[config.mk]
export PLATFORM = sky130hd
export DESIGN_NAME = rv_inst_encoder_loader
export DESIGN_NICKNAME = d
export VERILOG_FILES = /design/src/rtl/rv_inst_encoder_loader.sv
export SDC_FILE = /design/constraint.sdc
export NUM_CORES = 1
export LEC_CHECK = 0
export ABC_AREA = 0
export CORE_MARGIN = 3
export CORE_UTILIZATION = 40
export CTS_CLUSTER_DIAMETER = 50
export CTS_CLUSTER_SIZE = 20
export DETAILED_ROUTE_END_ITERATION = 6
export GPL_ROUTABILITY_DRIVEN = 0
export GPL_TIMING_DRIVEN = 0
export PLACE_DENSITY = 0.77
export SLEW_MARGIN = 20
export SYNTH_ARGS = -nofsm -noshare
export SYNTH_HDL_FRONTEND = slang
export SYNTH_SLANG_ARGS = --single-unit
[constraint.sdc]
create_clock -name clk -period 1.8 [get_ports clk]
set_input_delay 0.54 -clock clk [delete_from_list [all_inputs] [get_ports clk]]
set_output_delay 0.54 -clock clk [all_outputs]
set_load 0.02 [all_outputs]
[src/rtl/rv_inst_encoder_loader.sv]
// rv_inst_encoder_loader
//   Turns compact instruction commands into RV32I words and writes them
//   sequentially into instruction memory. It covers add, sub, or, addi, ori,
//   lw, sw and beq. The test harness and boot loader use it to fill imem
//   before the core leaves reset.
//
// Parameters
//   ADDR_W : imem word-address width
//   DEPTH  : number of imem words (<= 2**ADDR_W)
//   BASE   : first word address written after start
//
// Ports
//   clk, rst_n         : clock, asynchronous active-low reset
//   start              : pulse, (re)starts a session at BASE
//   cmd_valid/ready    : command handshake
//   cmd_kind..cmd_last : command payload
//   imem_we/addr/wdata : registered write port, one word per cycle
//   busy, done, err    : session status (err is sticky until start)
//   count              : words written this session
//   checksum           : XOR of all words written (only with LOADER_CHECKSUM_EN)
//
// Optional build macro: LOADER_CHECKSUM_EN adds the checksum output.
module rv_inst_encoder_loader #(
  parameter int ADDR_W = 8,
  parameter int DEPTH  = 256,
  parameter int BASE   = 0
) (
  input  logic              clk,
  input  logic              rst_n,
  input  logic              start,
  input  logic              cmd_valid,
  output logic              cmd_ready,
  input  logic [2:0]        cmd_kind,
  input  logic [4:0]        cmd_rd,
  input  logic [4:0]        cmd_rs1,
  input  logic [4:0]        cmd_rs2,
  input  logic [12:0]       cmd_imm,
  input  logic              cmd_last,
  output logic              imem_we,
  output logic [ADDR_W-1:0] imem_addr,
  output logic [31:0]       imem_wdata,
  output logic              busy,
  output logic              done,
  output logic              err,
`ifdef LOADER_CHECKSUM_EN
  output logic [31:0]       checksum,
`endif
  output logic [ADDR_W:0]   count
);

  localparam logic [ADDR_W:0]   SPAN   = (ADDR_W+1)'(DEPTH - BASE);
  localparam logic [ADDR_W:0]   ONE    = (ADDR_W+1)'(1);
  localparam logic [ADDR_W-1:0] BASE_A = ADDR_W'(BASE);

  localparam logic [6:0] OP_R  = 7'b0110011;
  localparam logic [6:0] OP_I  = 7'b0010011;
  localparam logic [6:0] OP_LD = 7'b0000011;
  localparam logic [6:0] OP_ST = 7'b0100011;
  localparam logic [6:0] OP_BR = 7'b1100011;

  // DRAIN covers the cycle in which the final word sits on the imem port.
  // The block is still busy there but takes no new command.
  typedef enum logic [1:0] {IDLE, LOAD, DRAIN, DONE} state_t;

  state_t state;
  logic   ovf_pend;  // session ended by running out of space, not cmd_last

  function automatic logic [31:0] encode(
    input logic [2:0]  kind,
    input logic [4:0]  rd,
    input logic [4:0]  rs1,
    input logic [4:0]  rs2,
    input logic [12:0] imm
  );
    logic [31:0] w;
    case (kind)
      3'd0:    w = {7'b0000000, rs2, rs1, 3'b000, rd, OP_R};
      3'd1:    w = {7'b0100000, rs2, rs1, 3'b000, rd, OP_R};
      3'd2:    w = {7'b0000000, rs2, rs1, 3'b110, rd, OP_R};
      3'd3:    w = {imm[11:0], rs1, 3'b000, rd, OP_I};
      3'd4:    w = {imm[11:0], rs1, 3'b110, rd, OP_I};
      3'd5:    w = {imm[11:0], rs1, 3'b010, rd, OP_LD};
      3'd6:    w = {imm[11:5], rs2, rs1, 3'b010, imm[4:0], OP_ST};
      default: w = {imm[12], imm[10:5], rs2, rs1, 3'b000, imm[4:1], imm[11], OP_BR};
    endcase
    return w;
  endfunction

  // 12-bit formats need imm to sign-extend from bit 11. Branch offsets
  // must be even.
  function automatic logic imm_bad(input logic [2:0] kind, input logic [12:0] imm);
    logic b;
    if (kind == 3'd7)      b = imm[0];
    else if (kind >= 3'd3) b = imm[12] ^ imm[11];
    else                   b = 1'b0;
    return b;
  endfunction

  logic        accept;
  logic [31:0] enc;
  logic [ADDR_W:0] count_nx;

  // count doubles as the pointer offset from BASE
  assign cmd_ready = (state == LOAD) && (count < SPAN);
  assign accept    = cmd_valid && cmd_ready;
  assign enc       = encode(cmd_kind, cmd_rd, cmd_rs1, cmd_rs2, cmd_imm);
  assign count_nx  = count + ONE;

  always_ff @(posedge clk or negedge rst_n) begin
    if (!rst_n) begin
      state      <= IDLE;
      ovf_pend   <= 1'b0;
      imem_we    <= 1'b0;
      imem_addr  <= '0;
      imem_wdata <= '0;
      busy       <= 1'b0;
      done       <= 1'b0;
      err        <= 1'b0;
      count      <= '0;
`ifdef LOADER_CHECKSUM_EN
      checksum   <= '0;
`endif
    end else begin
      imem_we <= 1'b0;
      if (start) begin
        // A command arriving with start is dropped. The new session begins clean.
        state    <= LOAD;
        ovf_pend <= 1'b0;
        busy     <= 1'b1;
        done     <= 1'b0;
        err      <= 1'b0;
        count    <= '0;
`ifdef LOADER_CHECKSUM_EN
        checksum <= '0;
`endif
      end else begin
        case (state)
          LOAD: begin
            if (accept) begin
              imem_we    <= 1'b1;
              imem_addr  <= BASE_A + count[ADDR_W-1:0];
              imem_wdata <= enc;
              count      <= count_nx;
              if (imm_bad(cmd_kind, cmd_imm)) err <= 1'b1;
`ifdef LOADER_CHECKSUM_EN
              checksum   <= checksum ^ enc;
`endif
              if (cmd_last || count_nx == SPAN) begin
                state    <= DRAIN;
                ovf_pend <= !cmd_last;
              end
            end
          end
          DRAIN: begin
            state <= DONE;
            busy  <= 1'b0;
            done  <= 1'b1;
            if (ovf_pend) err <= 1'b1;
          end
          default: ;  // IDLE and DONE ignore commands
        endcase
      end
    end
  end

endmodule
==> metrics.md <==
| Metric | Value |
|---|---|
| IO Pins | 90 |
| Gr ovfl total | 0 |
| Number of CTS-inserted buffers | 5 |
| Crit path DAT | about 1200 ps |
| Commonest cells after routing, fill and taps aside | nand2_1 (61), dfrtp_1 (50), dlygate4sd2_1 (46), nor2_1 (30), clkdlybuf4s50_1 (30) |
| Max-slew violation count | 0 |
| I/O Buffers | 84 |
| Fraction of layout cells with a size suffix above 1 | roughly an eighth |
| CTS tree | built |
| Yosys cell types | 49 |
| Worst setup margin | 60.3 ps |
| Critical path data required time | roughly 1300 ps |
| Root Driver | clkbuf_8 |
| Yosys warns | 0 |
| Final clock skew | 5.11 ps |
| Average size of a mapped cell | approximately 9.6 sq um |
| Min Tclk post-route | ~1700 ps |
| Global-route wire length before repair | 9.96 mm |
| Worst Max-Slew Pin Slew | between 600 and 700 ps |
| Status | finished clean |
| Final period utilization | around 97% |
| Routed vias | between 2000 and 2500 |
| Fill cells | approximately 530 |
| Cell area power density | approximately 800 nW/um^2 |
| Starting DRC count in detailed routing | ~100 |
| Hpwl dp | ~4.4 mm |
| Final setup vio count | 0 |
| Kind of start point of the critical path | flop |
| RSZ-0062 raised after global routing | false |
| Flops & latches, synth | 52 |
| Min Hold Slack | ~250 ps |
| Synthesized area | between 2000 and 2500 sq um |
| Die Y | 84.5 microns |
| Largest net degree at the start of global routing | 53 |
| Commonest non-fill, non-tap cell in the layout | nand2_1 |
| Drt pass-1 iters | 4 |
| Total power | roughly 2.9 mW |
| Register area share after synthesis | between 50 and 60% |
| Layout area overhead | 43.4% |
| HP Class | input port to async pin |
| LEAKAGE | roughly 1.8 nW |
| Antenna violations before repair | 0 |
| Cell Rows | 27 |
| Max cap viols | 0 |
| Max Clk Rate | roughly 0.57 GHz |
| Clk_lat worst skew | roughly 290 ps |
| Post-DRT Antenna Nets | 0 |
| Worst setup EP type | output port |
| Critical Path Fanout Max | 4 |
| Slew Limit Headroom | 58.2% |
| CP top delay family | buffers and inverters |
| Post-Syn Instances | about 260 |
| Post-layout util | between 60% and 70% |
| GRT Total Usage | between 15 and 20% |
| Layout Cells excl Fill | ~430 |
| H-tree levels | 2 |
| Core Box Area | between 5000 and 6000 sq um |
| Post-DR vias/cell | ~4.9 |
| Crit path largest cell delay | around 450 ps |
| # diodes | 0 |
| Starting Density | 42.9% |
| Peak VDD IR | 0.402 mV |
| Post-DR wirelength/cell | between 10 and 15 microns |
| Placed insts | 415 |
| CP Cell Sequence | buf_4 > dlygate4sd2_1 |
| # DRC | 0 |
| CP Buf/Inv Count | 2 |
| Longest Clk Path Bufs | 2 |
| Die ar. | between 7000 and 8000 sq um |
| Horiz. Die Dim | 84.5 microns |
| Slowest-stage cell, CP | dfrtp_2 |
| Clock Pin Slew Worst Setup and Hold Paths | about 90 ps |
| Final Hold Vio Count | 0 |
| Vias in the first global route | 2058 |
| Overall routed net length | between 5 and 6 mm |
| Nets@finish | approximately 390 |
| Kind of critical path | flop to output port |
| Clock net sink count | 52 |
| Dpl ws | -358 ps |
==> flip-flops by register name (all words and copies together), names as in the netlist <==
name	flops
count	9
imem_we	1
err	1
imem_addr	8
done	1
ovf_pend	1
busy	1
imem_wdata	28
state	2
==> area by class of cell <==
| class | instances | area, sq um | share of cell area (%) |
|---|---|---|---|
| tap | 72 | 90.1 | 2.55 |
| clock buffer | 8 | 90.1 | 2.55 |
| sequential | 52 | 1300 | 36.9 |
| timing repair buffer | 88 | 823 | 23.3 |
| buffer | 16 | 119 | 3.36 |
| inverter | 4 | 17.5 | 0.496 |
| multi-input combinational | 187 | 1090 | 30.8 |
==> stage by stage <==
| step | TNS (ps) | area (sq um) |
|---|---|---|
| floorplan | 0 | 2470 |
| global placement | -82740 | 3400 |
| detailed placement | -12740 | 3400 |
| CTS | 0 | 3450 |
| global route | 0 | 3530 |
| finish | 0 | 3530 |
==> worst register-to-register path: stages (launching register included) <==
cell	delay (ps)
dfrtp_2	450
ha_4	190
and3_1	170
buf_4	150
xnor2_1	130
o21bai_2	150
o221ai_2	130
a31o_1	230
==> per-layer routing <==
layer / wire (microns) / track usage [%]
met1: 2550 / 23.1
met3: 280 / 3.63
met2: 2920 / 28.0
met5: 0 / 0
met4: 134 / 6.47
==> cell families after synthesis <==
kind of cell,count (synthesis),synth area share (%)
flip-flops,52,52.8
AND/OR/NAND/NOR,120,21.3
buffers and inverters,20,5.18
other,1,0.152
multiplexers,14,5.89
adder cells (fa/ha/maj),2,1.02
AO/OA/AOI/OAI,38,10.1
XOR/XNOR,10,3.55
==> cells in the mapped netlist, drive strengths merged <==
library cell | instances | area (sq um)
nand2b | 3 | 18.8
xor2 | 6 | 52.6
o221ai | 2 | 23.8
a21oi | 18 | 90.1
or3 | 1 | 11.3
nor2 | 31 | 119
o21a | 1 | 7.51
nor3b | 1 | 7.51
ha | 2 | 25.0
nand2 | 62 | 235
and4 | 2 | 20.0
o21ai | 5 | 25.0
and3 | 2 | 12.5
or2 | 2 | 12.5
mux2i | 13 | 134
inv | 4 | 15.0
xnor2 | 4 | 35.0
o211ai | 1 | 7.51
a31o | 1 | 8.76
nand3b | 1 | 7.51
a41oi | 1 | 8.76
nor2b | 2 | 12.5
a211oi | 2 | 20.0
nor3 | 1 | 5.00
nand3 | 9 | 45.0
nand4 | 1 | 6.26
mux2 | 1 | 11.3
nor4 | 1 | 6.26
a211o | 1 | 8.76
dfrtp | 52 | 1300
clkbuf | 2 | 7.51
o22ai | 1 | 6.26
o21bai | 2 | 18.8
o31ai | 1 | 7.51
buf | 14 | 105
and2 | 1 | 6.26
a21o | 1 | 7.51
conb | 1 | 3.75
a22oi | 1 | 7.51
==> where the power goes <==
group          switching, mW  internal (mW)
combinational          0.460          0.350
sequential            0.0758           1.31
clock                  0.353          0.314
total                  0.888           1.97
==> timing repair <==
action                     4_1_cts  5_1_grt
cloned                           0        0
pin swaps                        0        2
setup buffers                    0        4
hold buffers                     0        0
gates resized for setup         55       15
hold endpoints to repair         0        0
setup endpoints to repair       61       43
==> worst paths after layout <==
| path | startpoint | to | slack, ps | depth (start not counted) |
|---|---|---|---|---|
| hold / removal | rst_n | imem_wdata[9]$_DFFE_PN0P_ | 250 | 1 |
| hold reg to reg | imem_wdata[26]$_DFFE_PN0P_ | imem_wdata[26]$_DFFE_PN0P_ | 470 | 2 |
| setup reg to reg | count[0]$_DFFE_PN0P_ | state[0]$_DFFE_PN0P_ | 90 | 7 |
| max in group asynchronous | rst_n | count[1]$_DFFE_PN0P_ | 1100 | 1 |
| min in group clk | imem_wdata[26]$_DFFE_PN0P_ | imem_wdata[26]$_DFFE_PN0P_ | 470 | 2 |
| setup / recovery | count[1]$_DFFE_PN0P_ | count[1] | 60 | 2 |
Power figures use the tool's default switching activity.
